**src/rtl/uart_rx_pkg.sv**
```systemverilog
// Shared definitions for the UART receiver: register offsets, STATUS bit
// positions, receive FSM states and the baud divisor clamp.
package uart_rx_pkg;

  // Register offsets, decoded from addr[3:2]
  localparam logic [1:0] RegData   = 2'd0;
  localparam logic [1:0] RegStatus = 2'd1;
  localparam logic [1:0] RegCtrl   = 2'd2;
  localparam logic [1:0] RegDiv    = 2'd3;

  // STATUS bit positions
  localparam int unsigned StatNempty   = 0;
  localparam int unsigned StatFull     = 1;
  localparam int unsigned StatOvr      = 2;
  localparam int unsigned StatFerr     = 3;
  localparam int unsigned StatCountLsb = 8;

  typedef enum logic [2:0] {
    StIdle,
    StStart,
    StData,
    StStop,
    StBrk
  } rx_state_e;

  // Divisors below 2 cannot give a distinct mid-bit sample point
  function automatic logic [15:0] div_clamp(input logic [15:0] div);
    return (div < 16'd2) ? 16'd2 : div;
  endfunction

endpackage

```
**src/rtl/uart_rx_fifo.sv**
```systemverilog
// Synchronous receive FIFO. Simultaneous push and pop is supported in every
// state, including full; a push into a full FIFO without a pop is dropped and
// a pop from an empty FIFO is ignored.
module uart_rx_fifo #(
  parameter int unsigned DEPTH = 16,
  parameter int unsigned WIDTH = 8,
  localparam int unsigned AW   = $clog2(DEPTH),
  localparam int unsigned CW   = AW + 1
) (
  input  logic             clk,
  input  logic             rst,
  input  logic             push,
  input  logic             pop,
  input  logic [WIDTH-1:0] wdata,
  output logic [WIDTH-1:0] rdata,
  output logic             full,
  output logic             empty,
  output logic [CW-1:0]    count
);

  logic [WIDTH-1:0] mem_q [DEPTH];
  logic [AW-1:0]    wr_ptr_q, rd_ptr_q;
  logic [CW-1:0]    count_q;
  logic             do_push, do_pop;

  assign full    = (count_q == CW'(DEPTH));
  assign empty   = (count_q == '0);
  assign count   = count_q;
  assign rdata   = mem_q[rd_ptr_q];
  assign do_pop  = pop & ~empty;
  // A pop in the same cycle frees the slot this push needs
  assign do_push = push & (~full | do_pop);

  // Storage array; contents need no reset since the pointers define validity
  always_ff @(posedge clk) begin
    if (do_push) begin
      mem_q[wr_ptr_q] <= wdata;
    end
  end

  // Pointers and occupancy count
  always_ff @(posedge clk or posedge rst) begin
    if (rst) begin
      wr_ptr_q <= '0;
      rd_ptr_q <= '0;
      count_q  <= '0;
    end else begin
      if (do_push) wr_ptr_q <= wr_ptr_q + AW'(1);
      if (do_pop)  rd_ptr_q <= rd_ptr_q + AW'(1);
      case ({do_push, do_pop})
        2'b10:   count_q <= count_q + CW'(1);
        2'b01:   count_q <= count_q - CW'(1);
        default: count_q <= count_q;
      endcase
    end
  end

endmodule

```
**src/rtl/uart_rx.sv**
```systemverilog
// UART receive half: 8N1 deserialiser with programmable divisor, receive FIFO
// and a small register file (DATA/STATUS/CTRL/DIV) on the peripheral bus.
module uart_rx
  import uart_rx_pkg::*;
#(
  parameter int unsigned CLK_HZ     = 50_000_000,
  parameter int unsigned BAUD       = 115200,
  parameter int unsigned FIFO_DEPTH = 16
) (
  input  logic        clk,
  input  logic        rst,
  input  logic [31:0] addr,
  input  logic [31:0] din,
  output logic [31:0] dout,
  input  logic [3:0]  lane,
  input  logic        wr,
  input  logic        valid,
  input  logic        rxd,
  output logic        rx_irq
);

  localparam int unsigned CntW   = $clog2(FIFO_DEPTH) + 1;
  localparam logic [15:0] DivRst = 16'(CLK_HZ / BAUD);

  logic            rxd_meta_q, rxd_sync_q;
  logic            valid_q, acc, acc_rd, acc_wr;
  logic [1:0]      reg_sel;
  logic [31:0]     rd_data;
  logic            ie_q, ovr_q, ferr_q;
  logic [15:0]     div_q, div_eff;
  logic            ovr_set, ovr_clr, ferr_set, ferr_clr;
  logic            fifo_push, fifo_pop, fifo_full, fifo_empty;
  logic [7:0]      fifo_rdata;
  logic [CntW-1:0] fifo_count;
  logic [4:0]      count5;
  rx_state_e       state_q, state_d;
  logic [15:0]     cnt_q, cnt_d, div_act_q, div_act_d;
  logic [2:0]      bit_q, bit_d;
  logic [7:0]      shift_q, shift_d;
  logic            unused_bits;

  assign unused_bits = ^{addr[31:4], addr[1:0], din[31:16], lane[3:2]};

  assign reg_sel  = addr[3:2];
  assign acc      = valid & ~valid_q;
  assign acc_rd   = acc & ~wr;
  assign acc_wr   = acc & wr;
  assign div_eff  = div_clamp(div_q);
  assign count5   = 5'(fifo_count);
  assign fifo_pop = acc_rd & (reg_sel == RegData) & ~fifo_empty;
  assign ovr_set  = fifo_push & fifo_full & ~fifo_pop;
  assign ovr_clr  = acc_wr & (reg_sel == RegStatus) & lane[0] & din[StatOvr];
  assign ferr_clr = acc_wr & (reg_sel == RegStatus) & lane[0] & din[StatFerr];

  uart_rx_fifo #(
    .DEPTH (FIFO_DEPTH),
    .WIDTH (8)
  ) u_fifo (
    .clk   (clk),
    .rst   (rst),
    .push  (fifo_push),
    .pop   (fifo_pop),
    .wdata (shift_q),
    .rdata (fifo_rdata),
    .full  (fifo_full),
    .empty (fifo_empty),
    .count (fifo_count)
  );

  // Two-flop synchroniser for the asynchronous serial input (idles high)
  always_ff @(posedge clk or posedge rst) begin
    if (rst) begin
      rxd_meta_q <= 1'b1;
      rxd_sync_q <= 1'b1;
    end else begin
      rxd_meta_q <= rxd;
      rxd_sync_q <= rxd_meta_q;
    end
  end

  // Read data mux for the addressed register
  always_comb begin
    rd_data = '0;
    case (reg_sel)
      RegData: begin
        if (!fifo_empty) rd_data = {23'd0, 1'b1, fifo_rdata};
      end
      RegStatus: begin
        rd_data[StatCountLsb +: 5] = count5;
        rd_data[StatFerr]          = ferr_q;
        rd_data[StatOvr]           = ovr_q;
        rd_data[StatFull]          = fifo_full;
        rd_data[StatNempty]        = ~fifo_empty;
      end
      RegCtrl: rd_data[0]    = ie_q;
      default: rd_data[15:0] = div_q;
    endcase
  end

  // Bus side: access edge detect, registered read data, CTRL/DIV writes.
  // Writes return zero on dout.
  always_ff @(posedge clk or posedge rst) begin
    if (rst) begin
      valid_q <= 1'b0;
      dout    <= '0;
      ie_q    <= 1'b0;
      div_q   <= DivRst;
    end else begin
      valid_q <= valid;
      if (acc) dout <= wr ? '0 : rd_data;
      if (acc_wr && reg_sel == RegCtrl && lane[0]) ie_q <= din[0];
      if (acc_wr && reg_sel == RegDiv) begin
        if (lane[0]) div_q[7:0]  <= din[7:0];
        if (lane[1]) div_q[15:8] <= din[15:8];
      end
    end
  end

  // Sticky error flags; a set in the same cycle as a clear wins
  always_ff @(posedge clk or posedge rst) begin
    if (rst) begin
      ovr_q  <= 1'b0;
      ferr_q <= 1'b0;
    end else begin
      ovr_q  <= ovr_set  | (ovr_q  & ~ovr_clr);
      ferr_q <= ferr_set | (ferr_q & ~ferr_clr);
    end
  end

  // Interrupt follows the FIFO state one cycle later
  always_ff @(posedge clk or posedge rst) begin
    if (rst) rx_irq <= 1'b0;
    else     rx_irq <= ie_q & ~fifo_empty;
  end

  // Receive FSM and baud/bit counters
  always_ff @(posedge clk or posedge rst) begin
    if (rst) begin
      state_q   <= StIdle;
      cnt_q     <= '0;
      div_act_q <= DivRst;
      bit_q     <= '0;
      shift_q   <= '0;
    end else begin
      state_q   <= state_d;
      cnt_q     <= cnt_d;
      div_act_q <= div_act_d;
      bit_q     <= bit_d;
      shift_q   <= shift_d;
    end
  end

  // Next state: the divisor is captured at the start edge so a DIV write
  // never disturbs a frame in flight
  always_comb begin
    state_d   = state_q;
    cnt_d     = cnt_q;
    div_act_d = div_act_q;
    bit_d     = bit_q;
    shift_d   = shift_q;
    fifo_push = 1'b0;
    ferr_set  = 1'b0;
    case (state_q)
      StIdle: begin
        if (!rxd_sync_q) begin
          state_d   = StStart;
          div_act_d = div_eff;
          cnt_d     = (div_eff >> 1) - 16'd1;
        end
      end
      StStart: begin
        if (cnt_q == '0) begin
          if (rxd_sync_q) begin
            state_d = StIdle;
          end else begin
            state_d = StData;
            cnt_d   = div_act_q - 16'd1;
            bit_d   = '0;
          end
        end else begin
          cnt_d = cnt_q - 16'd1;
        end
      end
      StData: begin
        if (cnt_q == '0) begin
          shift_d = {rxd_sync_q, shift_q[7:1]};
          cnt_d   = div_act_q - 16'd1;
          if (bit_q == 3'd7) state_d = StStop;
          else               bit_d   = bit_q + 3'd1;
        end else begin
          cnt_d = cnt_q - 16'd1;
        end
      end
      StStop: begin
        if (cnt_q == '0) begin
          if (rxd_sync_q) begin
            fifo_push = 1'b1;
            state_d   = StIdle;
          end else begin
            ferr_set = 1'b1;
            state_d  = StBrk;
          end
        end else begin
          cnt_d = cnt_q - 16'd1;
        end
      end
      StBrk: begin
        if (rxd_sync_q) state_d = StIdle;
      end
      default: state_d = StIdle;
    endcase
  end

endmodule

```
**config.mk**
```make
export PLATFORM = sky130hd
export DESIGN_NAME = uart_rx
export DESIGN_NICKNAME = d
export VERILOG_FILES = /design/src/rtl/uart_rx_pkg.sv /design/src/rtl/uart_rx_fifo.sv /design/src/rtl/uart_rx.sv
export SDC_FILE = /design/constraint.sdc
export NUM_CORES = 1
export LEC_CHECK = 0
export CAP_MARGIN = 40
export CORE_ASPECT_RATIO = 0.9
export CORE_MARGIN = 2
export CORE_UTILIZATION = 25
export DETAILED_ROUTE_END_ITERATION = 10
export SLEW_MARGIN = 20
export SYNTH_ARGS = -nofsm -noshare
export SYNTH_HDL_FRONTEND = slang
export SYNTH_SLANG_ARGS = --single-unit
```
**constraint.sdc**
```tcl
create_clock -name clk -period 4.8 [get_ports clk]
set_input_delay 1.44 -clock clk [delete_from_list [all_inputs] [get_ports clk]]
set_output_delay 1.44 -clock clk [all_outputs]
set_load 0.02 [all_outputs]
```
Word-level counts from Yosys, hierarchy flattened
Memories as Yosys holds them, arrays and structs flattened. Index checks and enable logic that the tools add are counted.

Add/sub/neg operators: 8. $lt $le $gt $ge: 1. Equality and inequality tests: 21. Mux-type cells: 38. Bitwise logic cells: 27. Reduce and logical (&&, ||, !) cells: 18.

Operators by type and width (count): 16-bit two-way mux (7); 16-bit one-hot mux with 4 select lines (1); 3-bit two-way mux (11); 32-bit two-way mux (1); 16-bit by 1-bit subtractor with 16-bit output, second input constant (2); 2-bit != test, second input constant (9); 1-bit AND (16); 16-bit zero test (1); 16-bit by 2-bit < comparator with 1-bit output, second input constant (1); 15-bit by 1-bit subtractor with 16-bit output, second input constant (1); 3-bit one-hot mux with 5 select lines (1); 5-bit one-hot mux with 3 select lines (1); 3-bit one-hot mux with 2 select lines (2); 5-bit one-hot mux with 2 select lines (1); 9-bit two-way mux (1); 3-bit one-hot mux with 3 select lines (1); 4-bit by 1-bit adder with 4-bit output, second input constant (2); 1-bit two-way mux (8); 1-bit NOT (8); 4-bit one-hot mux with 2 select lines (1); 2-bit AND reduction (4); 2-bit == test, second input constant (3); 3-bit by 2-bit == test with 1-bit output, second input constant (2); 3-bit == test, second input constant (2); other kinds (20) (26).

Register bits: 114. RAM bits: 128. Output and inout bits: 33. Logic and storage cells: 132. Memories: 1.

Memory list: u_fifo.mem_q (depth 16, width 8, rd ports 1, clocked after memory_dff 0, wr ports 1, RTL line uart_rx_fifo.sv:21) `logic [WIDTH-1:0] mem_q [DEPTH];`.

Depth between registers and ports, before layout
Word-level depth: 10. Depth in mapped cells: 15.

Hierarchy
A second synthesis with hierarchy kept.

Cell total of the unflattened synthesis: 784. Area, all modules: 10590.2 um2.

By module, submodules not included: uart_rx_fifo (instances 1, cells each 296, area each 5749.3 um2, sequential area each 4169.0 um2); uart_rx (instances 1, cells each 488, area each 4840.9 um2, sequential area each 2142.1 um2).

Least setup slack after synthesis
Ideal clock, no wire load.

Path type: input port to flip-flop. Start point: input port addr[3]. End point: register u_fifo.count_q[4], in the netlist u_fifo.count[4]. Library setup time: 123 ps. Data arrival time: 3695 ps. Slack: 982 ps. Cell stages on the path: 12. Path buffers: 1. Cell sequence: clkbuf_1 a21oi_1 nand3b_1 a31oi_2 inv_1 ha_1 ha_1 a21o_1 a21oi_1 xnor2_1 nor2_1 xnor2_1.

Longest elaborated chain between the ends: 8. Elaborated cells between the ends (all ways): 10. Those cells by class: 2 x eq/ne; 1 x mux; 5 x bitwise; 2 x reduce/logical.

Ends and longest elaborated chain: start, declared (RTL line uart_rx.sv:12) `input logic [31:0] addr,`; 2-bit zero test (*) (RTL line uart_rx.sv:50) `assign fifo_pop = acc_rd & (reg_sel == RegData) & ~fifo_empty;`; 1-bit AND (*) (2 in series) (RTL line uart_rx.sv:50); 1-bit AND (*) (RTL line uart_rx_fifo.sv:30) `assign do_pop = pop & ~empty;`; 1-bit bitwise OR (RTL line uart_rx_fifo.sv:32) `assign do_push = push & (~full | do_pop);`; 1-bit AND (RTL line uart_rx_fifo.sv:32); 2-bit by 1-bit == test with 1-bit output or 2-bit == test (tied branches) (RTL line uart_rx_fifo.sv:50) `case ({do_push, do_pop})`; 5-bit one-hot mux with 2 select lines or 2-bit nonzero test (tied branches); end signal, assigned (RTL line uart_rx_fifo.sv:51) `2'b10: count_q <= count_q + CW'(1);`; end signal, assigned (RTL line uart_rx_fifo.sv:52) `2'b01: count_q <= count_q - CW'(1);`; end signal, assigned (RTL line uart_rx_fifo.sv:53) `default: count_q <= count_q;`; end, declared (RTL line uart_rx_fifo.sv:23) `logic [CW-1:0] count_q;`.

Mark *: on every way between the ends. The rest lies on a longest branch, timed or not. A chain may end at the register's enable or synchronous reset.

Worst setup path after layout
Start point: input port valid. End point: register u_fifo.count_q[4], in the netlist u_fifo.count[4].

Longest elaborated chain between the ends: 9. Elaborated cells between the ends (all ways): 11. Those cells by class: 2 x eq/ne; 1 x mux; 7 x bitwise; 1 x reduce/logical.

Ends and longest elaborated chain: start, declared (RTL line uart_rx.sv:17) `input logic valid,`; 1-bit AND (*) (RTL line uart_rx.sv:45) `assign acc = valid & ~valid_q;`; 1-bit AND (*) (RTL line uart_rx.sv:46) `assign acc_rd = acc & ~wr;`; 1-bit AND (*) (2 in series) (RTL line uart_rx.sv:50); 1-bit AND (*) (RTL line uart_rx_fifo.sv:30); named net u_fifo.do_pop (RTL line uart_rx_fifo.sv:24) `logic do_push, do_pop;`; 1-bit bitwise OR (RTL line uart_rx_fifo.sv:32); 1-bit AND (RTL line uart_rx_fifo.sv:32); 2-bit by 1-bit == test with 1-bit output or 2-bit == test (tied branches) (RTL line uart_rx_fifo.sv:50); 5-bit one-hot mux with 2 select lines or 2-bit nonzero test (tied branches).

The timed path passes the listed nets; every way through them passes the cells marked *.

==> summary.md <==
| Metric | Value |
|---|---|
| Worst-case headroom to the max-slew limit | `0.464` |
| Wire length of the first global-routing pass | `38,800 µm` |
| Synth warn | `0` |
| Core Region | `41,700 µm²` |
| Max frequency | `269 MHz` |
| CP max stage cell | `sky130_fd_sc_hd__clkdlybuf4s50_1` |
| Portion of netlist area occupied by mux cells | `0.141` |
| Worst Path Buf+Inv | `5` |
| Root buffer cell | `sky130_fd_sc_hd__clkbuf_16` |
| Die Height | `199 µm` |
| Final setup skew | `0.0115 ns` |
| Number of buffers added by the clock tree synthesis step | `22` |
| Clock transition at the registers of the reported paths | `0.06 ns` |
| Post-Synthesis Cell Area | `10,500 µm²` |
| Hpwl dp | `17,100 µm` |
| Sink Count | `226` |
| Routed wire per std cell | `17.6 µm` |
| Total track usage | `0.115` |
| Violation count after the first detailed-route iteration | `537` |
| Number of I/O port buffers | `41` |
| Final WS setup | `1.08 ns` |
| Capturing element type of the critical path | `flip-flop` |
| CTS H-Tree Depth | `1` |
| Arithmetic-cell share of the synthesized area counting full adders, half adders and majority gates | `0.0198` |
| Shortest clock period the worst path allows after layout | `3.72 ns` |
| CP Data Arrival Time | `4.13 ns` |
| Die width | `220 µm` |
| Worst Setup Path Type | `in2reg` |
| Max-slew violation total from the final report | `0` |
| Final weighted congestion in routability-driven placement | `0.866` |
| Critical path cell sequence | `clkdlybuf4s50_1 > nand2b_1 > nor2_1 > nand3b_1 > buf_4 > inv_1 > ha_1 > inv_1 > fa_1 > inv_1 > a21o_1 > a21oi_1 > xnor2_1 > nor2_1 > xnor2_1` |
| Status | `finished, final reports clean` |
| Overall via count from detail_route | `6,481` |
| Share of the cycle needed by the critical path after routing | `0.776` |
| Pin count of the biggest net entering global routing | `50` |
| Portion of the post-synthesis area used by sequential elements | `0.601` |
| Latest clock arrival within the worst-skew pair | `0.52 ns` |
| Worst Setup Start Kind | `primary input` |
| Slew at the pin closest to its max-slew limit | `0.798 ns` |
| Avg Inst Size Synth | `13.7 µm²` |
| Xor and xnor fraction of the mapped netlist area | `0.0333` |
| Cell family with the largest share of critical-path delay | `buffers and inverters` |
| Row count | `71` |
| Top fanout value on the critical path | `8` |
| Fill cell count | `4,183` |
| Synth area leader | `sky130_fd_sc_hd__edfxtp_1` |
| Required time at the endpoint of the critical path | `5.21 ns` |
| Peak supply drop | `227 µV` |
| Count of flip-flops with a built-in enable after synthesis | `128` |
| Initial standard-cell utilization of the core | `0.252` |
| Setup TNS | `0 ns` |
| Grt total ovfl | `0` |
| Combinational family with the most area after synthesis | `multiplexers` |
| Unrepaired setup endpoints after global routing | `false` |
| Number of cells in the design after placement | `1,352` |
| Path class of the lowest-slack min-delay path | `reg2reg` |
| Remaining routing DRC violations | `0` |
| Layout Area Growth over Synthesis | `18.4%` |
| PwrDens | `479 nW/µm²` |
| Slack of the worst reg-to-reg path | `1.39 ns` |
| Main synth FF type | `sky130_fd_sc_hd__edfxtp_1` |
| Number of violations of the max-capacitance limit | `0` |
| Number of buffers added for setup after CTS | `0` |
| Number of failing hold endpoints at the final stage | `0` |
| Simple-gate share of the synthesized area | `0.0967` |
| Total of flip-flops plus latches after synthesis | `226` |
| Final Instance Count excl. Fillers | `1,393` |
| CTS tree | `yes` |
| Leading cell type in the layout, fill and taps excluded | `sky130_fd_sc_hd__edfxtp_1` |
| Via count of the first global-routing pass | `6,583` |
| Number of vias per cell after detailed routing | `4.65` |
| Drt total wl | `24,500 µm` |
| CTS Hold Bufs | `0` |
| Longest Clk Path Bufs | `3` |
| Distinct cell type count after synthesis | `68` |
| Worst Setup Slack post-DPL | `0.542 ns` |
| Portion of synthesized cell area occupied by the leading cell type | `0.366` |
| Ys async rst share | `0.434` |
| Antenna violations before repair | `1` |
| CTS-repair resized insts | `0` |
| Antenna Violating Nets Remaining | `0` |
| Share of post-route cells with drive strength above 1 | `0.207` |
| Area enclosed by the die boundary | `43,700 µm²` |
| # diodes | `0` |
| Static leakage | `4.52 nW` |
| Core utilization of the finished layout | `0.299` |
| Compound-gate portion of the synthesized area | `0.0754` |
| Number of I/O pins | `106` |
| Cell types with the largest area share after synthesis | `sky130_fd_sc_hd__edfxtp_1, sky130_fd_sc_hd__dfrtp_1, sky130_fd_sc_hd__mux4_2` |
| Largest stage delay on the critical path | `0.51 ns` |
| DR pass1 iterations | `5` |
| Count of final setup violators | `0` |
| Number of nets in the layout | `919` |
| CP dominant cell by count | `sky130_fd_sc_hd__inv_1` |
| Post-Synthesis Cells | `769` |
| Most used cells in the layout excluding fill and tap cells | `sky130_fd_sc_hd__edfxtp_1, sky130_fd_sc_hd__dfrtp_1, sky130_fd_sc_hd__nor2_1` |
cells in the mapped netlist (all sizes together), types with 9 or more instances:
master	count
nand4	9
nor3	23
nand2	50
dfrtp	86
o21ai	39
xnor2	21
mux2	41
xor2	19
clkbuf	25
ha	15
mux2i	14
nand3	10
buf	28
inv	21
mux4	39
edfxtp	128
nor4	12
dfstp	12
a21oi	31
nor2	57
report_power, final:
part | switching, mW | leakage, nW | internal [mW]
Clock | 0.745 | 0.364 | 1.08
Sequential | 0.315 | 2.43 | 2.26
Combinational | 0.820 | 1.73 | 0.745
Total | 1.88 | 4.52 | 4.08
area by class of cell:
type | instances | area (µm²) | share of cell area
multi-input combinational | 484 | 3920 | 0.315
clock buffer | 26 | 576 | 0.0463
inverter | 21 | 81.3 | 0.00654
timing repair buffer | 75 | 689 | 0.0554
clock inverter | 14 | 185 | 0.0149
tap | 547 | 684 | 0.0550
sequential | 226 | 6310 | 0.507
logic make-up after synthesis:
group           after synthesis
xor+xnor                     40
mux                          94
simple gates                195
other cells                   1
buf+inv                      74
fa+ha+maj                    16
compound gates              123
flops                       226
sequential cells by signal (all words and copies together), names as in the netlist:
register / cells
u_fifo.mem_q: 128
bit_q: 3
u_fifo.count: 5
shift_q: 8
state_q: 3
cnt_q: 16
rxd_sync_q: 1
ie_q: 1
ovr_q: 1
rx_irq: 1
valid_q: 1
u_fifo.wr_ptr_q: 4
ferr_q: 1
div_q: 16
rxd_meta_q: 1
div_act_q: 16
dout: 16
u_fifo.rd_ptr_q: 4
path summary, 6_finish.rpt:
check | start | end | cells past startpoint
max in group asynchronous | rst | cnt_q[6]$_DFFE_PP0P_ | 3
worst max-delay path | valid | u_fifo.count[4]$_DFFE_PP0P_ | 15
worst max register to register | cnt_q[9]$_DFFE_PP0P_ | u_fifo.count[4]$_DFFE_PP0P_ | 15
worst min register to register | rxd_meta_q$_DFF_PP1_ | rxd_sync_q$_DFF_PP1_ | 0
worst min-delay path | rxd_meta_q$_DFF_PP1_ | rxd_sync_q$_DFF_PP1_ | 0
min in group asynchronous | rst | dout[6]$_DFFE_PP0N_ | 2
metrics by stage:
stage / power (mW) / hold WS, ns / instance area [µm²]
floorplan: 3.73 / 0.345 / 10600
global placement: 4.12 / 0.349 / 11600
detailed placement: 4.15 / 0.351 / 11700
CTS: 5.99 / 0.360 / 12400
global route: 6.31 / 0.366 / 12400
finish: 5.96 / 0.359 / 12400
layer usage:
layer  global-route usage  part of all wire  vias up
met4               0.0268             0.019        0
met5                    0                 0        -
met3               0.0187             0.041       29
met1                0.163              0.47     3317
li1                     -                 -     3003
met2                0.185              0.47      132
worst reg2reg max path, cell delays in order, from the launching register on:
cell	delay, ns
sky130_fd_sc_hd__dfrtp_1	0.46
sky130_fd_sc_hd__nor3_1	0.52
sky130_fd_sc_hd__and4_4	0.37
sky130_fd_sc_hd__nand4_1	0.21
sky130_fd_sc_hd__a31oi_2	0.20
sky130_fd_sc_hd__buf_4	0.20
sky130_fd_sc_hd__inv_1	0.06
sky130_fd_sc_hd__ha_1	0.23
sky130_fd_sc_hd__inv_1	0.12
sky130_fd_sc_hd__fa_1	0.22
sky130_fd_sc_hd__inv_1	0.05
sky130_fd_sc_hd__a21o_1	0.14
sky130_fd_sc_hd__a21oi_1	0.17
sky130_fd_sc_hd__xnor2_1	0.14
sky130_fd_sc_hd__nor2_1	0.07
sky130_fd_sc_hd__xnor2_1	0.12
Power figures use the tool's default switching activity.
